**src/rtl/mem_bus_arbiter.sv**
```systemverilog
// Round-robin arbiter sharing one ROM/RAM port between fetch (M0) and data (M1) requesters.
// Latency: req at edge T -> ack in cycle T+W+2 (ROM write: T+1); requests wait while busy.
module mem_bus_arbiter #(
    parameter int ADDR_W   = 13,
    parameter int DATA_W   = 8,
    parameter int ROM_WAIT = 1,
    parameter int RAM_WAIT = 0
) (
    input  logic              clk,
    input  logic              rst_n,
    input  logic              m0_req,
    input  logic [ADDR_W-1:0] m0_addr,
    output logic [DATA_W-1:0] m0_rdata,
    output logic              m0_ack,
    input  logic              m1_req,
    input  logic              m1_we,
    input  logic [ADDR_W-1:0] m1_addr,
    input  logic [DATA_W-1:0] m1_wdata,
    output logic [DATA_W-1:0] m1_rdata,
    output logic              m1_ack,
    output logic              m1_err,
    output logic [ADDR_W-1:0] mem_addr,
    output logic [DATA_W-1:0] mem_wdata,
    input  logic [DATA_W-1:0] mem_rdata,
    output logic              rom_sel,
    output logic              ram_sel,
    output logic              mem_rd,
    output logic              mem_wr,
    output logic              busy
);

    typedef enum logic [1:0] {
        ST_IDLE,
        ST_ACCESS,
        ST_DONE
    } state_t;

    localparam logic [3:0] ROM_CNT = 4'(ROM_WAIT);
    localparam logic [3:0] RAM_CNT = 4'(RAM_WAIT);

    state_t              state_q, state_d;
    logic                last_q, last_d;     // 0 = M0, 1 = M1
    logic                port_q, port_d;
    logic                we_q, we_d;
    logic                err_q, err_d;
    logic [3:0]          cnt_q, cnt_d;
    logic [ADDR_W-1:0]   addr_q, addr_d;
    logic [DATA_W-1:0]   wdata_q, wdata_d;
    logic [DATA_W-1:0]   m0_rdata_q, m0_rdata_d;
    logic [DATA_W-1:0]   m1_rdata_q, m1_rdata_d;

    logic                gnt_vld;
    logic                gnt_port;
    logic                gnt_we;
    logic [ADDR_W-1:0]   gnt_addr;
    logic                gnt_ram;
    logic                cur_ram;

    function automatic logic region_is_ram(input logic [1:0] msbs);
        return msbs == 2'b11;
    endfunction

    always_ff @(posedge clk or negedge rst_n) begin
        if (!rst_n) begin
            state_q    <= ST_IDLE;
            last_q     <= 1'b1;
            port_q     <= 1'b0;
            we_q       <= 1'b0;
            err_q      <= 1'b0;
            cnt_q      <= 4'd0;
            addr_q     <= '0;
            wdata_q    <= '0;
            m0_rdata_q <= '0;
            m1_rdata_q <= '0;
        end else begin
            state_q    <= state_d;
            last_q     <= last_d;
            port_q     <= port_d;
            we_q       <= we_d;
            err_q      <= err_d;
            cnt_q      <= cnt_d;
            addr_q     <= addr_d;
            wdata_q    <= wdata_d;
            m0_rdata_q <= m0_rdata_d;
            m1_rdata_q <= m1_rdata_d;
        end
    end

    // Grant selection: a lone request wins; a tie goes to whoever was not served last.
    always_comb begin
        gnt_vld  = m0_req | m1_req;
        gnt_port = 1'b0;
        if (m0_req && m1_req) begin
            gnt_port = ~last_q;
        end else if (m1_req) begin
            gnt_port = 1'b1;
        end
        gnt_addr = gnt_port ? m1_addr : m0_addr;
        gnt_we   = gnt_port & m1_we;
        gnt_ram  = region_is_ram(gnt_addr[ADDR_W-1:ADDR_W-2]);
    end

    always_comb begin
        state_d    = state_q;
        last_d     = last_q;
        port_d     = port_q;
        we_d       = we_q;
        err_d      = err_q;
        cnt_d      = cnt_q;
        addr_d     = addr_q;
        wdata_d    = wdata_q;
        m0_rdata_d = m0_rdata_q;
        m1_rdata_d = m1_rdata_q;

        case (state_q)
            ST_IDLE: begin
                if (gnt_vld) begin
                    port_d = gnt_port;
                    last_d = gnt_port;
                    we_d   = gnt_we;
                    addr_d = gnt_addr;
                    cnt_d  = gnt_ram ? RAM_CNT : ROM_CNT;
                    if (gnt_port) begin
                        wdata_d = m1_wdata;
                    end
                    // Writes into ROM never reach the bus; they complete with an error.
                    if (gnt_we && !gnt_ram) begin
                        err_d   = 1'b1;
                        state_d = ST_DONE;
                    end else begin
                        err_d   = 1'b0;
                        state_d = ST_ACCESS;
                    end
                end
            end
            ST_ACCESS: begin
                if (cnt_q == 4'd0) begin
                    state_d = ST_DONE;
                    if (!we_q) begin
                        if (port_q) begin
                            m1_rdata_d = mem_rdata;
                        end else begin
                            m0_rdata_d = mem_rdata;
                        end
                    end
                end else begin
                    cnt_d = cnt_q - 4'd1;
                end
            end
            ST_DONE: begin
                state_d = ST_IDLE;
            end
            default: begin
                state_d = ST_IDLE;
            end
        endcase
    end

    always_comb begin
        cur_ram = region_is_ram(addr_q[ADDR_W-1:ADDR_W-2]);
        rom_sel = (state_q == ST_ACCESS) & ~cur_ram;
        ram_sel = (state_q == ST_ACCESS) & cur_ram;
        mem_rd  = (state_q == ST_ACCESS) & ~we_q;
        mem_wr  = (state_q == ST_ACCESS) & we_q;
        m0_ack  = (state_q == ST_DONE) & ~port_q;
        m1_ack  = (state_q == ST_DONE) & port_q;
        m1_err  = (state_q == ST_DONE) & port_q & err_q;
        busy    = (state_q != ST_IDLE);
    end

    assign mem_addr  = addr_q;
    assign mem_wdata = wdata_q;
    assign m0_rdata  = m0_rdata_q;
    assign m1_rdata  = m1_rdata_q;

endmodule

```
**config.mk**
```make
export PLATFORM = sky130hd
export DESIGN_NAME = mem_bus_arbiter
export DESIGN_NICKNAME = d
export VERILOG_FILES = /design/src/rtl/mem_bus_arbiter.sv
export SDC_FILE = /design/constraint.sdc
export NUM_CORES = 1
export LEC_CHECK = 0
export ABC_CLOCK_PERIOD_IN_PS = 2700
export CAP_MARGIN = 10
export CORE_ASPECT_RATIO = 1.1
export CORE_MARGIN = 10
export CORE_UTILIZATION = 41
export DETAILED_ROUTE_END_ITERATION = 12
export GPL_TIMING_DRIVEN = 0
export PLACE_DENSITY = 0.79
export SETUP_SLACK_MARGIN = 0.4
export SKIP_LAST_GASP = 1
export SLEW_MARGIN = 0
export SYNTH_ARGS = -nofsm -noshare
export SYNTH_HDL_FRONTEND = slang
export SYNTH_SLANG_ARGS = --single-unit
```
**constraint.sdc**
```tcl
create_clock -name clk -period 2.7 [get_ports clk]
set_input_delay 0.405 -clock clk [delete_from_list [all_inputs] [get_ports clk]]
set_output_delay 0.405 -clock clk [all_outputs]
set_load 0.01 [all_outputs]
```
==> run_results.csv <==
group,metric,value,unit
status,status,"complete, no violations",
worst_setup_path,crit_arrival,1780,ps
sta,finalSetupViolCount,0,
sta,slew_viol_final,0,
place,placed_cells,318,
cells_and_area,fin_cells,328,
routing,first_pass_iters,4,
routing,drt-initial-drc-count,74,
power,total_leakage_power,1.39,nW
global_routing,antenna_found_initial,0,
cells_and_area,nNetsFinal,320,
floorplan,die_w,87.4,um
worst_setup_path,crit_required,2300,ps
cts,clk_pin_slew,80,ps
job,maxCapViolations,0,
cts,cts_buffer_depth,2,
global_routing,grt_use_total,13.5,%
sta,tightest_slew,596,ps
cts,cts_max_level,2,
floorplan,initial_core_util,43.1,%
cts,cts_tree,"yes",
cells_and_area,drive_gt1_share,16.2,%
routing,vias_per_cell,4.98,
global_routing,grt_max_degree,37,
sta,fmax,459,MHz
cells_and_area,final_util,66.9,%
logic_synthesis,ys_seq_area_share,57.5,%
logic_synthesis,yosys_warnings,0,
worst_setup_path,r2r_slack,700,ps
logic_synthesis,syn_avg_cell_area,12.0,um^2
logic_synthesis,synth-edff-count,0,
floorplan,coreArea,0.00475,mm^2
worst_setup_path,r2r_end,"m0_rdata[7]$_DFFE_PN0P_",
cts,cts-root-buf,"clkbuf_8",
floorplan,io_pins,92,
logic_synthesis,synth_flop_cell,"dfrtp_1",
logic_synthesis,syn_inst,170,
place,gp_congestion,0.784,
cts,cts_buffers,5,
routing,wl_per_cell,17.0,um
floorplan,die_y,94.1,um
worst_setup_path,criticalPathCategory,"reg -> out",
place,dp_slack,453,ps
place,portBuffers,91,
cts,worstSkewPairLatency,300,ps
sta,fin_worst_skew,7.81,ps
cells_and_area,n_fill_cell,374,
sta,hold_viol_final,0,
floorplan,die_area,0.00823,mm^2
routing,drtAntennaViolNets,0,
cts,numClockSinks,47,
worst_hold_path,holdCritStartpoint,"last_q$_DFFE_PN1P_",
sta,rsz0062_at_grt,"no",
worst_setup_path,reg2reg_depth,7,
sta,finalSetupTns,0,ps
worst_setup_path,worstSetupEndpointType,"output port",
worst_hold_path,holdPathStages,2,
power,total_power,0.00361,W
cells_and_area,diodes,0,
worst_setup_path,start_kind,"flip-flop",
sta,period_share,80.8,%
floorplan,rows,26,
logic_synthesis,syn-cell-area,0.00205,mm^2
logic_synthesis,synth_seq_cells,47,
logic_synthesis,synth.distinct_cells,30,
worst_hold_path,min_to,"last_q$_DFFE_PN1P_",
global_routing,grt_overflow,0,
routing,num_vias,1633,
sta,worst_slack,519,ps
place,place_hpwl,4450,um
power,powerDensity,1130,mW/mm^2
sta,min_period,2180,ps
cells_and_area,syn2layout_area_growth,55.2,%
global_routing,grt_pass1_wl,8890,um
worst_setup_path,cp_max_fo,7,
logic_synthesis,syn_nets,219,
routing,routed_wl,5560,um
power,peakVddDrop,0.000554,V
sta,relSlewSlack,60.0,%
routing,drcViolationCount,0,
worst_hold_path,hp-class,"reg -> reg",
logic_synthesis,async_reset_ff_share,100,%
global_routing,grt_pass1_vias,1756,
worst_setup_path,r2r_start,"cnt_q[0]$_DFFE_PN0P_",
## cell type report
cell class | count | area, um^2 | area share (%)
multi-input combinational | 113 | 831 | 26.1
clock buffer | 5 | 68.8 | 2.16
clock inverter | 3 | 43.8 | 1.38
buffer | 7 | 31.3 | 0.984
timing repair buffer | 94 | 946 | 29.8
inverter | 3 | 11.3 | 0.354
tap | 56 | 70.1 | 2.20
sequential | 47 | 1180 | 37.0
## worst max-delay path by stage
stage,start,cells after the start,slack [ps],endpoint
after global placement,rst_n,1,-60,mem_addr[7]$_DFFE_PN0P_
final,state_q[0]$_DFFE_PN0P_,3,520,ram_sel
after floorplan,cnt_q[0]$_DFFE_PN0P_,6,760,m0_rdata[0]$_DFFE_PN0P_
after global routing,state_q[0]$_DFFE_PN0P_,3,440,ram_sel
after detailed placement,m1_req,6,450,state_q[0]$_DFFE_PN0P_
after CTS,state_q[0]$_DFFE_PN0P_,3,410,ram_sel
## critical path: stages (launching register included)
cell and delay [ps]:
dfrtp_1 460, nor2b_2 300, and3_1 190, clkdlybuf4s50_1 530
## layer usage
metal / GRT usage, % / share of wire [%]
met3: 6.34 / 8.8
met1: 14.5 / 38
met2: 22.8 / 51
met4: 4.65 / 1.7
met5: 0 / 0
## cells in the final DEF, fill, tap and decap left out, types with 2 or more instances in the layout
cell type        count
ha_1                 2
nand3_1              5
mux2i_1             14
dfrtp_1             46
clkbuf_8             5
clkbuf_1             3
nand2_1             24
nor2_1               7
and2_1               2
o21ai_0             15
inv_1                3
clkdlybuf4s50_1     89
nor3_1               2
mux2_2              25
xor2_1               2
buf_2                5
## cells by family (layout without fill, tap and decap cells)
| kind of cell | after synthesis | count (layout) | share of synthesized area [%] |
|---|---|---|---|
| mux | 39 | 39 | 20.6 |
| fa+ha+maj | 2 | 2 | 1.22 |
| flops | 47 | 47 | 57.5 |
| buf+inv | 10 | 112 | 2.08 |
| compound gates | 22 | 22 | 6.29 |
| xor+xnor | 2 | 2 | 0.855 |
| simple gates | 48 | 48 | 11.5 |
## per-stage QoR
step	area [um^2]	hold WS, ps
6_report	3180	475
5_1_grt	3180	494
3_5_place_dp	3040	304
3_3_place_gp	3030	445
4_1_cts	3170	475
2_1_floorplan	2050	109
## flip-flops by register name, indices dropped and copies added (netlist names)
signal / cells
last_q: 1
m0_rdata: 8
mem_wdata: 8
m1_rdata: 8
we_q: 1
cnt_q: 4
mem_addr: 13
port_q: 1
state_q: 2
err_q: 1
## cell usage after synthesis (all sizes together), types with 2 or more instances
| cell | instances | area [um^2] |
|---|---|---|
| mux2 | 25 | 282 |
| mux2i | 14 | 140 |
| ha | 2 | 25.0 |
| o21ai | 15 | 75.1 |
| nor3 | 2 | 10.0 |
| xor2 | 2 | 17.5 |
| nand3 | 5 | 25.0 |
| nand2 | 24 | 90.1 |
| and2 | 2 | 12.5 |
| clkbuf | 3 | 11.3 |
| nor2 | 7 | 26.3 |
| inv | 3 | 11.3 |
| buf | 4 | 20.0 |
| dfrtp | 46 | 1150 |
## report_power, final
group	switching, W	internal [W]
clock network	0.000237	0.000276
logic	0.000788	0.00102
registers	0.000221	0.00106
## timing repair
action                                  CTS  global route
hold endpoints to repair                 11             0
setup buffers                             0             1
hold buffers                              1             0
endpoints found under the setup margin    0             9
gates resized for setup                   0             2
Note: power is estimated with default switching activity, not from simulation.
